$ cat src/rtl/uart_rx.sv
// UART receiver: 2-flop input synchroniser, start-bit qualification at mid-bit,
// LSB-first mid-bit sampling. Optional parity stage under `UART_RX_PARITY_EN.
module uart_rx #(
  parameter int Data_bits  = 8,
  parameter int Oversample = 16
`ifdef UART_RX_PARITY_EN
  ,
  parameter bit Odd_parity = 1'b0
`endif
) (
  input  logic                 clk,
  input  logic                 rst_n,
  input  logic                 rx_tick,
  input  logic                 rx,
  output logic [Data_bits-1:0] rx_data,
  output logic                 rx_valid,
  output logic                 frame_err,
`ifdef UART_RX_PARITY_EN
  output logic                 parity_err,
`endif
  output logic                 rx_busy
);

  localparam int SW = $clog2(Oversample);
  localparam int BW = $clog2(Data_bits + 1);
  localparam logic [SW-1:0] HalfLast = SW'(Oversample / 2 - 1);
  localparam logic [SW-1:0] BitLast  = SW'(Oversample - 1);
  localparam logic [BW-1:0] DataLast = BW'(Data_bits - 1);

`ifdef UART_RX_PARITY_EN
  typedef enum logic [2:0] {S_IDLE, S_START, S_DATA, S_PARITY, S_STOP} state_t;
`else
  typedef enum logic [1:0] {S_IDLE, S_START, S_DATA, S_STOP} state_t;
`endif

  state_t                 r_state, w_state_nxt;
  logic [1:0]             r_sync;
  logic [SW-1:0]          r_cnt, w_cnt_nxt;
  logic [BW-1:0]          r_bits, w_bits_nxt;
  logic [Data_bits-1:0]   r_shift, w_shift_nxt;
  logic [Data_bits-1:0]   r_data;
  logic                   r_valid, r_ferr;
  logic                   w_rx_s, w_bit_end, w_done;
`ifdef UART_RX_PARITY_EN
  logic                   r_par, w_par_nxt, r_perr;
`endif

  assign w_rx_s    = r_sync[1];
  assign w_bit_end = (r_cnt == BitLast);

  // NOTE: every always_comb output gets a default first, so no path can infer a latch.
  always_comb begin
    w_state_nxt = r_state;
    w_cnt_nxt   = r_cnt;
    w_bits_nxt  = r_bits;
    w_shift_nxt = r_shift;
    w_done      = 1'b0;
`ifdef UART_RX_PARITY_EN
    w_par_nxt   = r_par;
`endif
    if (rx_tick) begin
      unique case (r_state)
        S_IDLE: begin
          if (!w_rx_s) begin
            w_state_nxt = S_START;
            w_cnt_nxt   = '0;
          end
        end
        S_START: begin
          // A start bit must still be low at its midpoint, otherwise it was a glitch.
          if (r_cnt == HalfLast) begin
            w_cnt_nxt  = '0;
            w_bits_nxt = '0;
            w_state_nxt = w_rx_s ? S_IDLE : S_DATA;
          end else begin
            w_cnt_nxt = r_cnt + 1'b1;
          end
        end
        S_DATA: begin
          if (w_bit_end) begin
            w_shift_nxt = {w_rx_s, r_shift[Data_bits-1:1]};
            w_cnt_nxt   = '0;
            w_bits_nxt  = r_bits + 1'b1;
            if (r_bits == DataLast) begin
`ifdef UART_RX_PARITY_EN
              w_state_nxt = S_PARITY;
`else
              w_state_nxt = S_STOP;
`endif
            end
          end else begin
            w_cnt_nxt = r_cnt + 1'b1;
          end
        end
`ifdef UART_RX_PARITY_EN
        S_PARITY: begin
          if (w_bit_end) begin
            w_par_nxt   = w_rx_s;
            w_cnt_nxt   = '0;
            w_state_nxt = S_STOP;
          end else begin
            w_cnt_nxt = r_cnt + 1'b1;
          end
        end
`endif
        S_STOP: begin
          if (w_bit_end) begin
            w_done      = 1'b1;
            w_cnt_nxt   = '0;
            w_state_nxt = S_IDLE;
          end else begin
            w_cnt_nxt = r_cnt + 1'b1;
          end
        end
        default: w_state_nxt = S_IDLE;
      endcase
    end
  end

  // NOTE: sequential state uses non-blocking assignments only, so every flop sees pre-edge values.
  always_ff @(posedge clk or negedge rst_n) begin
    if (!rst_n) begin
      r_state <= S_IDLE;
      r_sync  <= 2'b11;
      r_cnt   <= '0;
      r_bits  <= '0;
      r_shift <= '0;
`ifdef UART_RX_PARITY_EN
      r_par   <= 1'b0;
`endif
    end else begin
      r_state <= w_state_nxt;
      r_sync  <= {r_sync[0], rx};
      r_cnt   <= w_cnt_nxt;
      r_bits  <= w_bits_nxt;
      r_shift <= w_shift_nxt;
`ifdef UART_RX_PARITY_EN
      r_par   <= w_par_nxt;
`endif
    end
  end

  // Delivery registers: valid is a one-cycle pulse, data and error flags hold until the next frame.
  always_ff @(posedge clk or negedge rst_n) begin
    if (!rst_n) begin
      r_data  <= '0;
      r_valid <= 1'b0;
      r_ferr  <= 1'b0;
`ifdef UART_RX_PARITY_EN
      r_perr  <= 1'b0;
`endif
    end else begin
      r_valid <= w_done;
      if (w_done) begin
        r_data <= r_shift;
        r_ferr <= ~w_rx_s;
`ifdef UART_RX_PARITY_EN
        r_perr <= ((^r_shift) ^ r_par) != Odd_parity;
`endif
      end
    end
  end

  assign rx_data   = r_data;
  assign rx_valid  = r_valid;
  assign frame_err = r_ferr;
  assign rx_busy   = (r_state != S_IDLE);
`ifdef UART_RX_PARITY_EN
  assign parity_err = r_perr;
`endif

endmodule

$ cat config.mk
export PLATFORM = sky130hd
export DESIGN_NAME = uart_rx
export DESIGN_NICKNAME = d
export VERILOG_FILES = /design/src/rtl/uart_rx.sv
export SDC_FILE = /design/constraint.sdc
export NUM_CORES = 1
export LEC_CHECK = 0
export BUFFER_PORTS_ARGS = -buffer_cell sky130_fd_sc_hd__buf_2
export CELL_PAD_IN_SITES_DETAIL_PLACEMENT = 1
export CELL_PAD_IN_SITES_GLOBAL_PLACEMENT = 1
export CORE_MARGIN = 1.5
export CORE_UTILIZATION = 42
export DETAILED_ROUTE_END_ITERATION = 8
export PLACE_DENSITY_LB_ADDON = 0.12
export SKIP_LAST_GASP = 1
export SLEW_MARGIN = 20
export SYNTH_ARGS = -nofsm -noshare
export SYNTH_HDL_FRONTEND = slang
export SYNTH_SLANG_ARGS = --single-unit
$ cat constraint.sdc
create_clock -name clk -period 1.6 [get_ports clk]
set_input_delay 0.16 -clock clk [delete_from_list [all_inputs] [get_ports clk]]
set_output_delay 0.16 -clock clk [all_outputs]
set_load 0.05 [all_outputs]
==> results of run 1 <==
## worst register-to-register path: stages, from the launching register on
cell      delay, ns
dfrtp_1        0.36
ha_1           0.17
buf_4          0.15
nand2_1        0.10
or4_4          0.49
o221ai_2       0.17
## worst paths after layout
path                              end  cells after the start  slack (ns)       from
hold reg to reg             r_sync[1]                      0        0.36  r_sync[0]
max in group asynchronous    r_cnt[2]                      2        0.79      rst_n
min in group asynchronous   r_bits[3]                      2        0.38      rst_n
hold / removal              flip-flop                      3        0.28    rx_tick
setup reg to reg           r_state[0]                      5        0.08   r_cnt[0]
setup / recovery           r_state[0]                      5        0.08   r_cnt[0]
## cells in the final DEF (no fill, tap or decap), types with 3 or more instances in the layout
cell type  Yosys  final
dfrtp_1       28     28
buf_2          3     14
buf_4          1     11
mux2_4         9      9
mux2_2         8      8
o21ai_0        6      6
clkbuf_4       0      5
o21a_1         3      3
nand2_1        3      3
## area by class of cell
type | instances | area [µm²]
fill | 334 | 1460
clock inverter | 2 | 12.5
sequential | 30 | 753
timing repair buffer | 27 | 173
inverter | 3 | 11.3
multi-input combinational | 67 | 617
tap | 44 | 55.1
clock buffer | 6 | 51.3
## cell families (layout without fill, tap and decap cells)
group                    after synthesis  in the layout  synth area share
flip-flops                            30             30             0.530
AO/OA/AOI/OAI                         24             24             0.123
AND/OR/NAND/NOR                       21             21            0.0968
multiplexers                          19             19             0.173
buffers and inverters                 10             38            0.0537
adder cells (fa/ha/maj)                2              2            0.0176
XOR/XNOR                               1              1           0.00616
## through the flow
step / setup slack [ns] / hold WS [ns] / instance area, µm²
global placement: -0.0289 / 0.222 / 1560
CTS: 0.000168 / 0.263 / 1660
detailed placement: -0.0991 / 0.229 / 1560
global route: 0.00135 / 0.277 / 1670
finish: 0.0844 / 0.282 / 1670
floorplan: 0.0144 / -0.136 / 1420
## state kept, by name, summed over array words and instances, names as in the netlist, named ones only
signal,flops
frame_err,1
r_state,1
r_cnt,4
r_shift,8
r_sync,2
rx_data,8
r_bits,4
rx_valid,1
## report_power, final
| part | internal [mW] | total [mW] | leakage (nW) | switching, mW |
|---|---|---|---|---|
| logic | 0.301 | 0.699 | 0.373 | 0.398 |
| registers | 0.847 | 0.914 | 0.398 | 0.0664 |
| clock network | 0.211 | 0.479 | 0.0343 | 0.268 |
| total | 1.36 | 2.09 | 0.805 | 0.733 |
## cell usage after synthesis
cell type,instances,share of area
or2_1,1,0.0044
xor2_1,1,0.0062
a31oi_1,1,0.0044
nand2_1,3,0.0079
a221oi_1,2,0.012
ha_1,2,0.018
a211oi_1,1,0.0053
mux2_4,9,0.095
or4_1,1,0.0053
nand2b_1,1,0.0044
nor2b_2,1,0.0062
nand3_1,1,0.0035
buf_4,1,0.0053
o221a_2,1,0.0079
inv_1,2,0.0053
and3_4,1,0.0079
and2_1,1,0.0044
a21oi_1,2,0.0070
dfrtp_1,28,0.49
nand4_1,2,0.0088
a2bb2oi_1,1,0.0062
o2111ai_1,1,0.0062
buf_6,2,0.016
and4_4,1,0.0079
a22oi_1,1,0.0053
mux2_2,8,0.063
buf_12,1,0.014
and4_1,2,0.012
o21a_1,3,0.016
a41o_1,1,0.0070
a22o_1,2,0.012
nor2b_1,1,0.0044
buf_2,3,0.011
nand3b_1,1,0.0053
o21ai_0,6,0.021
inv_2,1,0.0026
nor2_1,2,0.0053
o221ai_1,2,0.012
mux2i_1,2,0.014
dfstp_2,2,0.037
and3_1,2,0.0088
## layer usage
| metal | GRT usage | vias up |
|---|---|---|
| li1 | - | 455 |
| met5 | 0 | - |
| met2 | 0.254 | 17 |
| met4 | 0.0963 | 0 |
| met1 | 0.242 | 479 |
| met3 | 0.0378 | 6 |
## repair_timing
| action | in CTS | in global routing |
|---|---|---|
| endpoints found under the setup margin | 10 | 3 |
| hold buffers | 2 | 0 |
| endpoints found under the hold margin | 29 | 0 |
| gates resized for setup | 2 | 4 |
==> flow_summary.yaml, run 1 <==
power:
  p_total_mw: 2.09
  peakVddDrop_uv: 601
  p_per_area_mw_per_mm2: 1250
  p_leak_nw: 0.805
detailed_routing:
  dr.pass1.iters: 4
  wl_met2_um: 1380
  postRouteAntennaNets: 0
  wl_met3_um: 79
  drtIter0Drc: 37
  drt-met1-wl_um: 1390
  drc: 0
  routedWlPerCell_um: 16.2
  routed_via_density: 5.35
  top_layer_used: "met4"
  drt-total-wl_um: 2890
  vias: 957
grt:
  grt.total_usage: 0.175
  grt_pass1_wl_um: 4720
  grt-ovfl-total: 0
  grt_pass1_vias: 980
  antenna_found_initial: 0
  grt_max_degree: 31
clocking:
  root_buffer: "clkbuf_4"
  clockBufferDepth: 2
  clk_latency_ns: 0.33
  cts_buffers: 5
  cts_sinks: 30
  htree_levels: 2
  clkSlewWorstSetupHoldPaths_ns: 0.10
  cts_setup_buffers: 0
  cts_tree: "done"
floorplanning:
  coreArea_mm2: 0.00313
  rows: 20
  die-area_mm2: 0.00374
  die_y_um: 61.2
  die_x_um: 61.2
  io_pins: 15
  initial_core_util: 0.454
synthesis:
  synth_seq_area_share: 0.530
  synthDistinctLibCells: 41
  synth-warning-count: 0
  ys_ff_latch: 30
  syn_inst: 107
  syn_nets: 113
  syn_avg_cell_area_um2: 13.3
  syn-cell-area_mm2: 0.00142
cells_and_area:
  antenna_cells: 0
  finalNetCount: 140
  fin_cells: 179
  final_util: 0.535
  drive_gt1_frac: 0.459
  area_growth_pct: 17.7
sta:
  slew-limit-headroom: 0.568
  hold_viol_final: 0
  worst_pin_slew_ns: 0.647
  clock.fmax_mhz: 660
  finalSetupViolCount: 0
  rsz0062_at_grt: "false"
  finClkSkew_ns: 0.00536
  tns_ns: 0
  fin_crit_ns: 1.52
  finalMaxSlewViolations: 0
  period_share: 0.947
status:
  status: "finished clean"
setup_path:
  path_class: "reg2reg"
  slowest_stage: "or4_4"
  cp-end-kind: "flip-flop"
  critPathMaxFanout: 7
  worst-path-buf-inv: 1
  crit_chain: "ha_1 > buf_4 > nand2_1 > or4_4 > o221ai_2"
  start_kind: "flip-flop"
  worstPathArrival_ns: 1.76
  crit_family: "simple AND/OR/NAND/NOR gates"
  critPathRequiredTime_ns: 1.84
  slowest_delay_ns: 0.49
placement:
  port_buffers: 14
  dpl.hpwl_um: 2010
  dp_cells: 169
  routabilityCongestion: 0.810
worst_hold_path:
  hp-class: "in2reg"
job:
  cap_violations: 0
No activity file was read; power rests on OpenSTA's default activity.
==> inputs of run 2 (changes only) <==
clock period = 1.3 ns   (was 1.6 ns; I/O delays follow)
==> run 2 against run 1 <==
  * Register-to-register slack worse by 0.32 ns
  * Final cell count rose by 14%
  * Clock skew grew 0.0058 ns
  * Global-route usage rose by 7.7 points
  * The run now ends with setup timing left
  * Highest routed layer unchanged
==> flow_summary.yaml, run 2 (synthesis results as in run 1) <==
setup_path:
  cp-end-kind: "flip-flop"
  critPathRequiredTime_ns: 1.53
  path_class: "reg2reg"
  r2r_slack_ns: -0.24
  worstSetupEndpoint: "r_shift[0]"
  reg2reg_depth: 5
  worstPathArrival_ns: 1.77
  critPathMaxFanout: 8
  reg2reg_from: "r_cnt[1]"
  start_kind: "flip-flop"
  crit_start: "r_cnt[1]"
  r2r-end: "r_shift[0]"
cells_and_area:
  area_growth_pct: 43.4
  final_cell_area_mm2: 0.00204
  drive_gt1_frac: 0.613
  most-common-layout-cells: "31 x buf_4, 27 x dfrtp_1, 17 x mux2_4"
  finalNetCount: 165
  n_fill_cell: 315
  fin_cells: 204
  layout_commonest_cell: "buf_4"
  antenna_cells: 0
grt:
  antenna_found_initial: 0
  grt-ovfl-total: 0
  grt.total_usage: 0.252
  grt_pass1_vias: 1222
  grt_max_degree: 31
  grt_pass1_wl_um: 6370
clocking:
  cts_buffers: 5
  clockBufferDepth: 2
  cts_sinks: 30
  root_buffer: "clkbuf_4"
  clkSlewWorstSetupHoldPaths_ns: 0.10
  htree_levels: 2
  cts_tree: "done"
  clk_latency_ns: 0.35
sta:
  rsz0062_at_grt: "true"
  finalSetupViolCount: 25
  tns_ns: -4.52
  clock.fmax_mhz: 650
  slew-limit-headroom: 0.746
  hold_viol_final: 0
  finalMaxSlewViolations: 0
  finClkSkew_ns: 0.0112
  setup_ws_ns: -0.239
  fin_crit_ns: 1.54
  worst_pin_slew_ns: 0.381
  period_share: 1.18
floorplanning:
  io_pins: 15
  rows: 20
  die_x_um: 61.2
  initial_core_util: 0.454
  die_y_um: 61.2
  die-area_mm2: 0.00374
  coreArea_mm2: 0.00313
status:
  status: "finished, violations left"
  violations: "setup timing"
power:
  p_leak_nw: 0.979
  p_total_mw: 3.53
  p_per_area_mw_per_mm2: 1730
  peakVddDrop_uv: 906
detailed_routing:
  drt-met1-wl_um: 1730
  vias: 1120
  drt-total-wl_um: 4190
  routedWlPerCell_um: 20.5
  wl_met2_um: 2200
  postRouteAntennaNets: 0
  drtIter0Drc: 41
  dr.pass1.iters: 4
  wl_met3_um: 171
  drc: 0
  routed_via_density: 5.49
  top_layer_used: "met4"
worst_hold_path:
  hold_depth: 3
  hp-class: "in2reg"
job:
  cap_violations: 0
placement:
  dpl.hpwl_um: 2270
  pre_cts_slack_ns: -0.243
  routabilityCongestion: 0.816
  dp_cells: 187
  dpl_cell_area_mm2: 0.00174
  port_buffers: 14
## run 2: cell type report
cell class	instances	area, µm²	share of cell area
clock buffers	6	51.3	0.0252
clock inverters	2	60.1	0.0295
inverters	3	11.3	0.00552
multi-input cells	68	719	0.353
flip-flops and latches	30	754	0.370
well taps	44	55.1	0.0270
repair buffers	51	387	0.190
## run 2: critical path: stages, from the launching register on
cell     delay [ns]
dfrtp_1        0.41
ha_4           0.15
and4_4         0.24
and2_4         0.17
buf_12         0.14
mux2_4         0.31
## run 2: timing repair
item	in CTS	in global routing
hold buffers	2	0
gates resized for setup	19	15
hold endpoints to repair	29	0
endpoints found under the setup margin	28	28
pin swaps	7	7
setup buffers	4	2
cloned	1	0
## run 2: where the power goes
| part | switching (mW) | leakage, nW | internal [mW] | total [mW] |
|---|---|---|---|---|
| Combinational | 0.705 | 0.523 | 0.695 | 1.40 |
| Clock | 0.343 | 0.0585 | 0.651 | 0.994 |
| Sequential | 0.0886 | 0.397 | 1.05 | 1.13 |
## run 2: metrics by stage
stage	hold WS, ns	utilization
finish	0.244	0.652
global route	0.246	0.652
CTS	0.237	0.628
detailed placement	0.169	0.555
global placement	0.157	0.555
floorplan	-0.166	-
## run 2: how the worst min path moves through the flow
stage | slack (ns) | start | endpoint
final | 0.24 | rx_tick | flip-flop
after global placement | 0.16 | rst_n | r_bits[3]
after CTS | 0.24 | rx_tick | flip-flop
after floorplan | -0.17 | rst_n | async pin
after global routing | 0.25 | rx_tick | flip-flop
after detailed placement | 0.17 | rst_n | r_bits[3]
## run 2: routing by layer
| layer | track usage | vias to the layer above |
|---|---|---|
| li1 | - | 503 |
| met1 | 0.278 | 580 |
| met2 | 0.459 | 26 |
| met3 | 0.0756 | 11 |
| met4 | 0.0839 | 0 |
| met5 | 0 | - |
==> inputs of run 3 (changes only) <==
ABC_AREA = 1   (was unset)
CORE_UTILIZATION = 40   (was 42)
==> run 3 against run 2 <==
  * The run still ends with setup timing left
  * Non-clock buffer count fell by 14
  * Power fell by 34%
  * Synthesized cell count rose by 31%
  * Register-to-register slack improved by 0.15 ns
  * Critical path type unchanged
==> flow_summary.yaml, run 3 <==
synthesis:
  synth-warning-count: 0
  ys_ff_latch: 30
  synth_flop_cell: "dfrtp_1"
  synth_area_leaders: "dfrtp_1 50%, o21ai_2 12%, nand2_1 10%"
  syn-cell-area_mm2: 0.00139
  muxShareOfSynthArea: 0
  syn_inst: 140
  synth_edf_count: 0
  synthDistinctLibCells: 25
  synth_top_family_by_area: "simple AND/OR/NAND/NOR gates"
  syn_avg_cell_area_um2: 9.92
  yosysMostFrequentCell: "nand2_1"
  syn_nets: 146
  yosys.area_share.simple: 0.204
  synthAdderAreaFrac: 0.0180
  synth-compound-area-share: 0.170
  synth_seq_area_share: 0.542
  synth_top_area_share: 0.505
  synth_top_cells_by_count: "37 x nand2_1, 28 x dfrtp_1, 19 x o21ai_2, 14 x inv_1, 9 x nand3_1"
  synthXorXnorAreaFrac: 0.00631
  synth_top_cell_by_area: "dfrtp_1"
  async_flop_share: 1.00
clocking:
  clkSlewWorstSetupHoldPaths_ns: 0.09
  root_buffer: "clkbuf_4"
  htree_levels: 2
  clockBufferDepth: 2
  cts_sinks: 30
  cts_buffers: 5
  clk_latency_ns: 0.36
  cts_tree: "done"
setup_path:
  cp-end-kind: "flip-flop"
  worstPathArrival_ns: 1.65
  critPathRequiredTime_ns: 1.57
  critPathMaxFanout: 7
  start_kind: "flip-flop"
  reg2reg_from: "r_cnt[1]"
  crit_start: "r_cnt[1]"
  path_class: "reg2reg"
sta:
  clock.fmax_mhz: 721
  worst_pin_slew_ns: 0.383
  fin_crit_ns: 1.39
  setup_ws_ns: -0.0870
  period_share: 1.07
  finClkSkew_ns: 0.0268
  finalMaxSlewViolations: 0
  finalSetupViolCount: 23
  slew-limit-headroom: 0.744
  hold_viol_final: 0
  rsz0062_at_grt: "true"
detailed_routing:
  dr.pass1.iters: 4
  routed_via_density: 5.06
  routedWlPerCell_um: 16.9
  vias: 1185
  drtIter0Drc: 38
  drc: 0
  postRouteAntennaNets: 0
  drt-total-wl_um: 3950
grt:
  grt.total_usage: 0.207
  grt_pass1_vias: 1181
  grt_pass1_wl_um: 5520
  grt-ovfl-total: 0
  antenna_found_initial: 0
  grt_max_degree: 18
floorplanning:
  rows: 21
  coreArea_mm2: 0.00334
  io_pins: 15
  die_y_um: 61.9
  die-area_mm2: 0.00383
  initial_core_util: 0.416
  die_x_um: 61.9
power:
  peakVddDrop_uv: 553
  p_total_mw: 2.33
  p_per_area_mw_per_mm2: 1170
  p_leak_nw: 0.881
cells_and_area:
  fin_cells: 234
  layout_commonest_cell: "dfrtp_1"
  most-common-layout-cells: "26 x dfrtp_1, 21 x nand2_1, 19 x o21ai_2"
  area_growth_pct: 43.4
  n_fill_cell: 392
  final_util: 0.597
  antenna_cells: 0
  drive_gt1_frac: 0.543
  finalNetCount: 193
status:
  status: "finished, violations left"
  violations: "setup timing"
placement:
  dpl.hpwl_um: 2110
  dp_cells: 207
  port_buffers: 14
  routabilityCongestion: 0.785
job:
  cap_violations: 0
worst_hold_path:
  hp-class: "in2reg"
  min-delay-start: "rx_tick"
run 3: kinds of logic after synthesis:
group / after synthesis
simple gates: 59
compound gates: 30
fa+ha+maj: 2
xor+xnor: 1
flops: 30
buf+inv: 18
run 3: critical path, cell delays in order, from the launching register on:
cell     delay [ns]
dfrtp_1        0.40
ha_4           0.18
nand3_4        0.10
nor2_4         0.12
buf_12         0.17
buf_12         0.12
nand2_8        0.08
o21ai_2        0.13
run 3: power breakdown:
part           switching [mW]  leakage, nW  internal [mW]
sequential              0.112        0.394           1.04
combinational           0.318        0.455          0.303
clock                   0.346       0.0320          0.205
total                   0.776        0.881           1.55
run 3: path summary, 6_finish.rpt:
check                              to  slack, ns  cells past startpoint
max                        r_shift[7]      -0.09                      7
min                          r_cnt[0]       0.14                      4
max reg2reg                r_shift[7]      -0.09                      7
min reg2reg                 r_sync[1]       0.36                      0
max in group asynchronous  rx_data[5]       0.66                      3
min in group asynchronous    r_cnt[0]       0.23                      2
run 3: timing repair:
action,4_1_cts,5_1_grt
pin swaps,8,8
resized for setup,13,23
endpoints found under the hold margin,22,0
setup endpoints to repair,25,26
buffers inserted,4,8
cloned,3,2
hold buffers,2,0
run 3: per-layer routing:
layer | part of all wire | GRT usage
met1 | 0.43 | 0.248
met2 | 0.51 | 0.328
met3 | 0.032 | 0.0683
met4 | 0.034 | 0.116
met5 | 0 | 0
run 3: final cells by class:
| cell class | count | area [µm²] | share of cell area |
|---|---|---|---|
| inverter | 16 | 62.6 | 0.0314 |
| clock buffer | 6 | 41.3 | 0.0207 |
| tap | 46 | 57.6 | 0.0289 |
| sequential | 30 | 756 | 0.379 |
| clock inverter | 2 | 10.0 | 0.00503 |
| multi-input combinational | 97 | 757 | 0.380 |
| timing repair buffer | 37 | 308 | 0.155 |
run 3: metrics by stage:
step                      cell area, µm²  setup WS [ns]  TNS (ns)  hold WS, ns
after CTS                           1790        -0.0327    -0.191        0.113
after detailed placement            1600        -0.0968     -1.07       0.0716
final                               1990        -0.0870     -1.14        0.137
after global routing                1990         -0.150     -2.48        0.150
after floorplan                     1420        -0.0324   -0.0621       -0.166
after global placement              1600        -0.0542    -0.479       0.0709
